File: config.mk
export PLATFORM = sky130hd
export DESIGN_NAME = muldiv_ctrl
export DESIGN_NICKNAME = d
export VERILOG_FILES = /design/src/rtl/muldiv_ctrl.sv
export SDC_FILE = /design/constraint.sdc
export NUM_CORES = 2
export LEC_CHECK = 0
export ABC_AREA = 1
export ABC_CLOCK_PERIOD_IN_PS = 26000
export CORE_MARGIN = 1.5
export CORE_UTILIZATION = 60
export DETAILED_ROUTE_END_ITERATION = 8
export PLACE_DENSITY = 0.83
export SYNTH_ARGS = -nofsm -noshare
export SYNTH_HDL_FRONTEND = slang
export SYNTH_SLANG_ARGS = --single-unit
File: constraint.sdc
create_clock -name clk -period 26 [get_ports clk]
set_clock_uncertainty 0.1 [all_clocks]
set_input_delay 5.2 -clock clk [delete_from_list [all_inputs] [get_ports clk]]
set_output_delay 5.2 -clock clk [all_outputs]
set_load 0.03 [all_outputs]
File: src/rtl/muldiv_ctrl.sv
// muldiv_ctrl: execute-stage multiply/divide sequencer and HI/LO owner.
// A mul/div op holds E while BUSY. The result is committed to HI/LO on
// the edge that leaves DONE with no external stall. MTHI/MTLO write
// directly while the block is idle.
module muldiv_ctrl #(
  parameter int MUL_LAT = 3
) (
  input  logic        clk,
  input  logic        rst,
  input  logic        op_validE,
  input  logic [2:0]  opE,
  input  logic [31:0] src_aE,
  input  logic [31:0] src_bE,
  input  logic [1:0]  hilo_weE,
  input  logic [31:0] hilo_wdataE,
  input  logic        flushE,
  input  logic        stall_extE,
  output logic        stallE,
  output logic        busyE,
  output logic [63:0] hilo_out
);

  typedef enum logic [1:0] {
    S_IDLE = 2'd0,
    S_BUSY = 2'd1,
    S_DONE = 2'd2
  } state_t;

  state_t      state_r;
  logic [5:0]  cnt_r;
  logic [2:0]  op_r;
  logic [31:0] a_r;          // multiplicand, or dividend magnitude / quotient shift register
  logic [31:0] b_r;          // multiplier, or divisor magnitude
  logic [31:0] rem_r;        // partial remainder
  logic        neg_q_r;
  logic        neg_r_r;
  logic        commit_ok_r;  // cleared for divide by zero
  logic [63:0] result_r;
  logic [31:0] hi_r;
  logic [31:0] lo_r;

  logic [63:0] a_ext_s, b_ext_s, prod_s;
  logic [32:0] trial_s, diff_s;
  logic        qbit_s;
  logic [31:0] quo_next_s, rem_next_s, quo_fix_s, rem_fix_s;
  logic [63:0] commit_val_s;

  // Divide-class opcodes are 2 (DIV) and 3 (DIVU).
  function automatic logic is_div(input logic [2:0] op);
    return (op[2:1] == 2'b01);
  endfunction

  // Even opcodes are the signed variants.
  function automatic logic is_signed(input logic [2:0] op);
    return ~op[0];
  endfunction

  // Absolute value of an operand when the op is signed.
  function automatic logic [31:0] mag(input logic sgn, input logic [31:0] x);
    return (sgn && x[31]) ? (32'd0 - x) : x;
  endfunction

  assign stallE   = ((state_r == S_IDLE) && op_validE && !flushE) || (state_r == S_BUSY);
  assign busyE    = (state_r == S_BUSY);
  assign hilo_out = {hi_r, lo_r};

  // Product, one restoring-division step and the commit value, all from latched state.
  always_comb begin
    a_ext_s = is_signed(op_r) ? {{32{a_r[31]}}, a_r} : {32'd0, a_r};
    b_ext_s = is_signed(op_r) ? {{32{b_r[31]}}, b_r} : {32'd0, b_r};
    prod_s  = a_ext_s * b_ext_s;

    trial_s    = {rem_r, a_r[31]};
    diff_s     = trial_s - {1'b0, b_r};
    qbit_s     = ~diff_s[32];
    rem_next_s = qbit_s ? diff_s[31:0] : trial_s[31:0];
    quo_next_s = {a_r[30:0], qbit_s};
    quo_fix_s  = neg_q_r ? (32'd0 - quo_next_s) : quo_next_s;
    rem_fix_s  = neg_r_r ? (32'd0 - rem_next_s) : rem_next_s;

    case (op_r)
      3'd4, 3'd5: commit_val_s = {hi_r, lo_r} + result_r;
      3'd6, 3'd7: commit_val_s = {hi_r, lo_r} - result_r;
      default:    commit_val_s = result_r;
    endcase
  end

  // Sequencer FSM, operand/divider datapath and HI/LO registers.
  always_ff @(posedge clk) begin
    if (!rst) begin
      state_r     <= S_IDLE;
      cnt_r       <= 6'd0;
      op_r        <= 3'd0;
      a_r         <= 32'd0;
      b_r         <= 32'd0;
      rem_r       <= 32'd0;
      neg_q_r     <= 1'b0;
      neg_r_r     <= 1'b0;
      commit_ok_r <= 1'b0;
      result_r    <= 64'd0;
      hi_r        <= 32'd0;
      lo_r        <= 32'd0;
    end else begin
      case (state_r)
        S_IDLE: begin
          if (!flushE && op_validE) begin
            op_r    <= opE;
            rem_r   <= 32'd0;
            state_r <= S_BUSY;
            if (is_div(opE)) begin
              a_r         <= mag(is_signed(opE), src_aE);
              b_r         <= mag(is_signed(opE), src_bE);
              neg_q_r     <= is_signed(opE) & (src_aE[31] ^ src_bE[31]);
              neg_r_r     <= is_signed(opE) & src_aE[31];
              commit_ok_r <= (src_bE != 32'd0);
              cnt_r       <= 6'd32;
            end else begin
              a_r         <= src_aE;
              b_r         <= src_bE;
              neg_q_r     <= 1'b0;
              neg_r_r     <= 1'b0;
              commit_ok_r <= 1'b1;
              cnt_r       <= 6'(MUL_LAT);
            end
          end else if (!flushE) begin
            if (hilo_weE[1]) hi_r <= hilo_wdataE;
            if (hilo_weE[0]) lo_r <= hilo_wdataE;
          end
        end
        S_BUSY: begin
          if (flushE) begin
            state_r <= S_IDLE;
            cnt_r   <= 6'd0;
          end else begin
            cnt_r <= cnt_r - 6'd1;
            if (is_div(op_r)) begin
              a_r   <= quo_next_s;
              rem_r <= rem_next_s;
            end
            if (cnt_r == 6'd1) begin
              result_r <= is_div(op_r) ? {rem_fix_s, quo_fix_s} : prod_s;
              state_r  <= S_DONE;
            end
          end
        end
        S_DONE: begin
          // op_validE is still the same instruction here, so it never restarts.
          if (flushE) begin
            state_r <= S_IDLE;
          end else if (!stall_extE) begin
            if (commit_ok_r) begin
              hi_r <= commit_val_s[63:32];
              lo_r <= commit_val_s[31:0];
            end
            state_r <= S_IDLE;
          end
        end
        default: begin
          state_r <= S_IDLE;
          cnt_r   <= 6'd0;
        end
      endcase
    end
  end

endmodule

==> flow_summary.yaml <==
run_status:
  status: "finished clean"
clocking:
  clock_path_buffers: 3
  insertion_delay_ns: 0.62
  hold_buffers: 0
  root_buffer: "clkbuf_16"
  cts_tree: "built"
  numCtsBuffers: 30
  clock-sinks: 238
  clkSlewWorstSetupHoldPaths_ns: 0.07
  ctsResizeCount: 0
  htreeDepth: 1
  postCtsSetupBuffers: 0
critical_path:
  r2r_start: "a_r[31]"
  worstPathArrival_ns: 7.18
  r2r_end: "result_r[60]"
  rr_worst_depth: 34
  rrSetupSlack_ns: 15.12
  critPathMaxStageDelay_ns: 0.69
  cp_max_fo: 14
  startpoint_type: "input port"
  worstPathCellList: "clkdlybuf4s50_1, nor2_1, nand2_1, nand2_1, clkdlybuf4s50_1"
  worst_path_max_delay_cell: "clkdlybuf4s50_1"
  setup.worst_path.end_class: "output port"
  critical_path_class: "input port to output port"
  cp.required_ns: 20.70
  startpoint: "flushE"
floorplan:
  fp.coreArea_um2: 118400
  rows: 126
  start_util_pct: 60.66
  die_height_um: 349.0
  dieArea_um2: 121800
  pin_count: 172
  die_w_um: 349.0
hold_path:
  worstHoldEndpoint: "cnt_r[1]"
  worstHoldPathCells: 2
  hold_class: "register to register"
  hp-start: "cnt_r[1]"
finish:
  seq_area_um2: 4771
  multi_input_area_um2: 54940
  layout-drive-gt1-share_pct: 3.055
  nFillCells: 10333
  final_nets: 11703
  area_growth_pct: 5.707
yosys:
  synth_xor_area_share_pct: 2.524
  synth_fp_nets: 11790
  avgSynthCellArea_um2: 7.290
  synth_seq_area_share_pct: 6.634
  synth-compound-area-share_pct: 9.505
  synthFlopType: "dfxtp_1"
  yosysWarnings: 0
  async_reset_ff_share_pct: 0
  synth_fa_ha_area_share_pct: 46.77
  yosys_register_bits: 238
  synth_edf_count: 0
  syn_area_um2: 71820
  netlist_instances: 9852
  yosys.area_share.simple_pct: 17.64
  yosysUniqueCellTypes: 60
  synth_top_family_by_area: "adder cells"
  yosys-mux-area-fraction_pct: 0
drt:
  drc_errors: 0
  firstDrtPassIters: 7
  via_count: 64547
  drt_iter0_drc: 6778
  wl_um: 257300
  post_drt_wl_per_cell_um: 22.59
  viasPerCell: 5.666
  final_antenna_net_count: 0
sta:
  rsz0062_at_grt: "no"
  fin_hold_ws_ns: 0.4024
  period_needed_ns: 12.48
  fin_ws_ns: 13.52
  max_freq_mhz: 80.13
  setup_viol_count_final: 0
  slew_headroom_pct: 22.15
  fin_crit_sh_pct: 48.00
  tns_ns: 0
  slew_violations: 0
  hold_viol: 0
  tightest_slew_ns: 1.166
placed_design:
  dpl.hpwl_um: 211500
  place_ws_ns: 13.58
  place_congestion: 1.054
  io_buffers: 171
pwr:
  ir_worst_vdd_v: 0.00005826
  p_per_area_nw_per_um2: 35.76
  p_leak_nw: 43.63
  totalPowerFinal_mw: 2.715
grt:
  antenna_found_initial: 18
  grt_usage_pct: 43.12
  grt_max_degree: 80
  gr-total-overflow: 0
  grt_pass1_vias: 67937
  grt_pass1_wl_um: 394700
flow_run:
  drv_cap: 0
-- cells by family (layout without fill, tap and decap cells) --
family,after synthesis,count (layout)
compound gates,1237,1237
xor+xnor,207,207
fa+ha+maj,1832,1832
buf+inv,3224,3160
flops,238,238
other cells,0,3
simple gates,3114,3114
-- worst max-delay path by stage --
stage,end,slack (ns),depth (start not counted)
2_1_floorplan,stallE,14.81,5
3_3_place_gp,stallE,13.60,5
3_5_place_dp,stallE,13.58,5
4_1_cts,stallE,13.58,5
5_1_grt,stallE,13.44,5
6_report,stallE,13.52,5
-- metal layers --
metal	global-route usage [%]	vias up	routed length, um
met5	0	-	110
met4	23.78	16	17560
met3	11.04	969	29900
met2	68.41	3664	114800
met1	53.90	31173	94940
li1	-	28725	-
-- critical path: cells and delay by family --
family | cells | cell delay [ns]
buf+inv | 2 | 1.17
simple gates | 3 | 0.82
-- synth_stat cells (35+ instances only) --
cell type	count	share of area, %
a31oi_1	96	0.84
dfxtp_1	238	6.6
xor2_1	140	1.7
ha_1	411	7.2
buf_1	80	0.42
nand2_1	2046	11
nand3_1	228	1.6
nand4_1	35	0.30
clkbuf_1	312	1.6
inv_1	2805	15
fa_1	1421	40
o21ai_0	426	3.0
nor3_1	71	0.49
a21oi_1	523	3.6
o211ai_1	60	0.63
nor2_1	586	3.1
xnor2_1	67	0.82
-- sequential cells by signal, indices dropped and copies added, names as in the netlist --
signal and cells:
b_r 32, rem_r 32, commit_ok_r 1, neg_r_r 1
result_r 64, hi_r 32, lo_r 32, state_r 2
neg_q_r 1, cnt_r 6, a_r 32, op_r 3
-- area by class of cell --
cell class | count | area share [%]
antenna | 3 | 0.009888
clock buffer | 35 | 1.055
clock inverter | 20 | 0.3395
inverter | 2822 | 13.95
multi-input combinational | 6390 | 72.36
sequential | 238 | 6.284
tap | 1600 | 2.637
timing repair buffer | 283 | 3.359
-- through the flow --
step                      utilization [%]  area, um2  cells
final                               64.13      75920  11391
after global routing                64.12      75920  11390
after CTS                           64.12      75920  11388
after detailed placement            63.23      74860  11333
after global placement              63.23      74860  11333
after floorplan                         -      71820   9852
-- where the power goes --
| group | leakage [nW] | switching (mW) | total, mW | internal (mW) |
|---|---|---|---|---|
| clock | 0.509 | 0.202 | 0.467 | 0.265 |
| combinational | 41.2 | 1.26 | 1.84 | 0.582 |
| sequential | 1.94 | 0.0245 | 0.407 | 0.383 |
-- cell usage in the layout (no fill, tap or decap), types with 67 or more instances in the layout --
| cell type | synthesis | final |
|---|---|---|
| fa_1 | 1421 | 1421 |
| ha_1 | 411 | 411 |
| clkdlybuf4s50_1 | 0 | 170 |
| buf_4 | 1 | 113 |
| nand2_1 | 2046 | 2045 |
| xor2_1 | 140 | 140 |
| nor3_1 | 71 | 69 |
| xnor2_1 | 67 | 67 |
| nand3_1 | 228 | 228 |
| a21oi_1 | 523 | 523 |
| nor2_1 | 586 | 582 |
| inv_1 | 2805 | 2802 |
| a31oi_1 | 96 | 96 |
| dfxtp_1 | 238 | 233 |
| o21ai_0 | 426 | 426 |
Note: power is estimated with default switching activity, not from simulation.
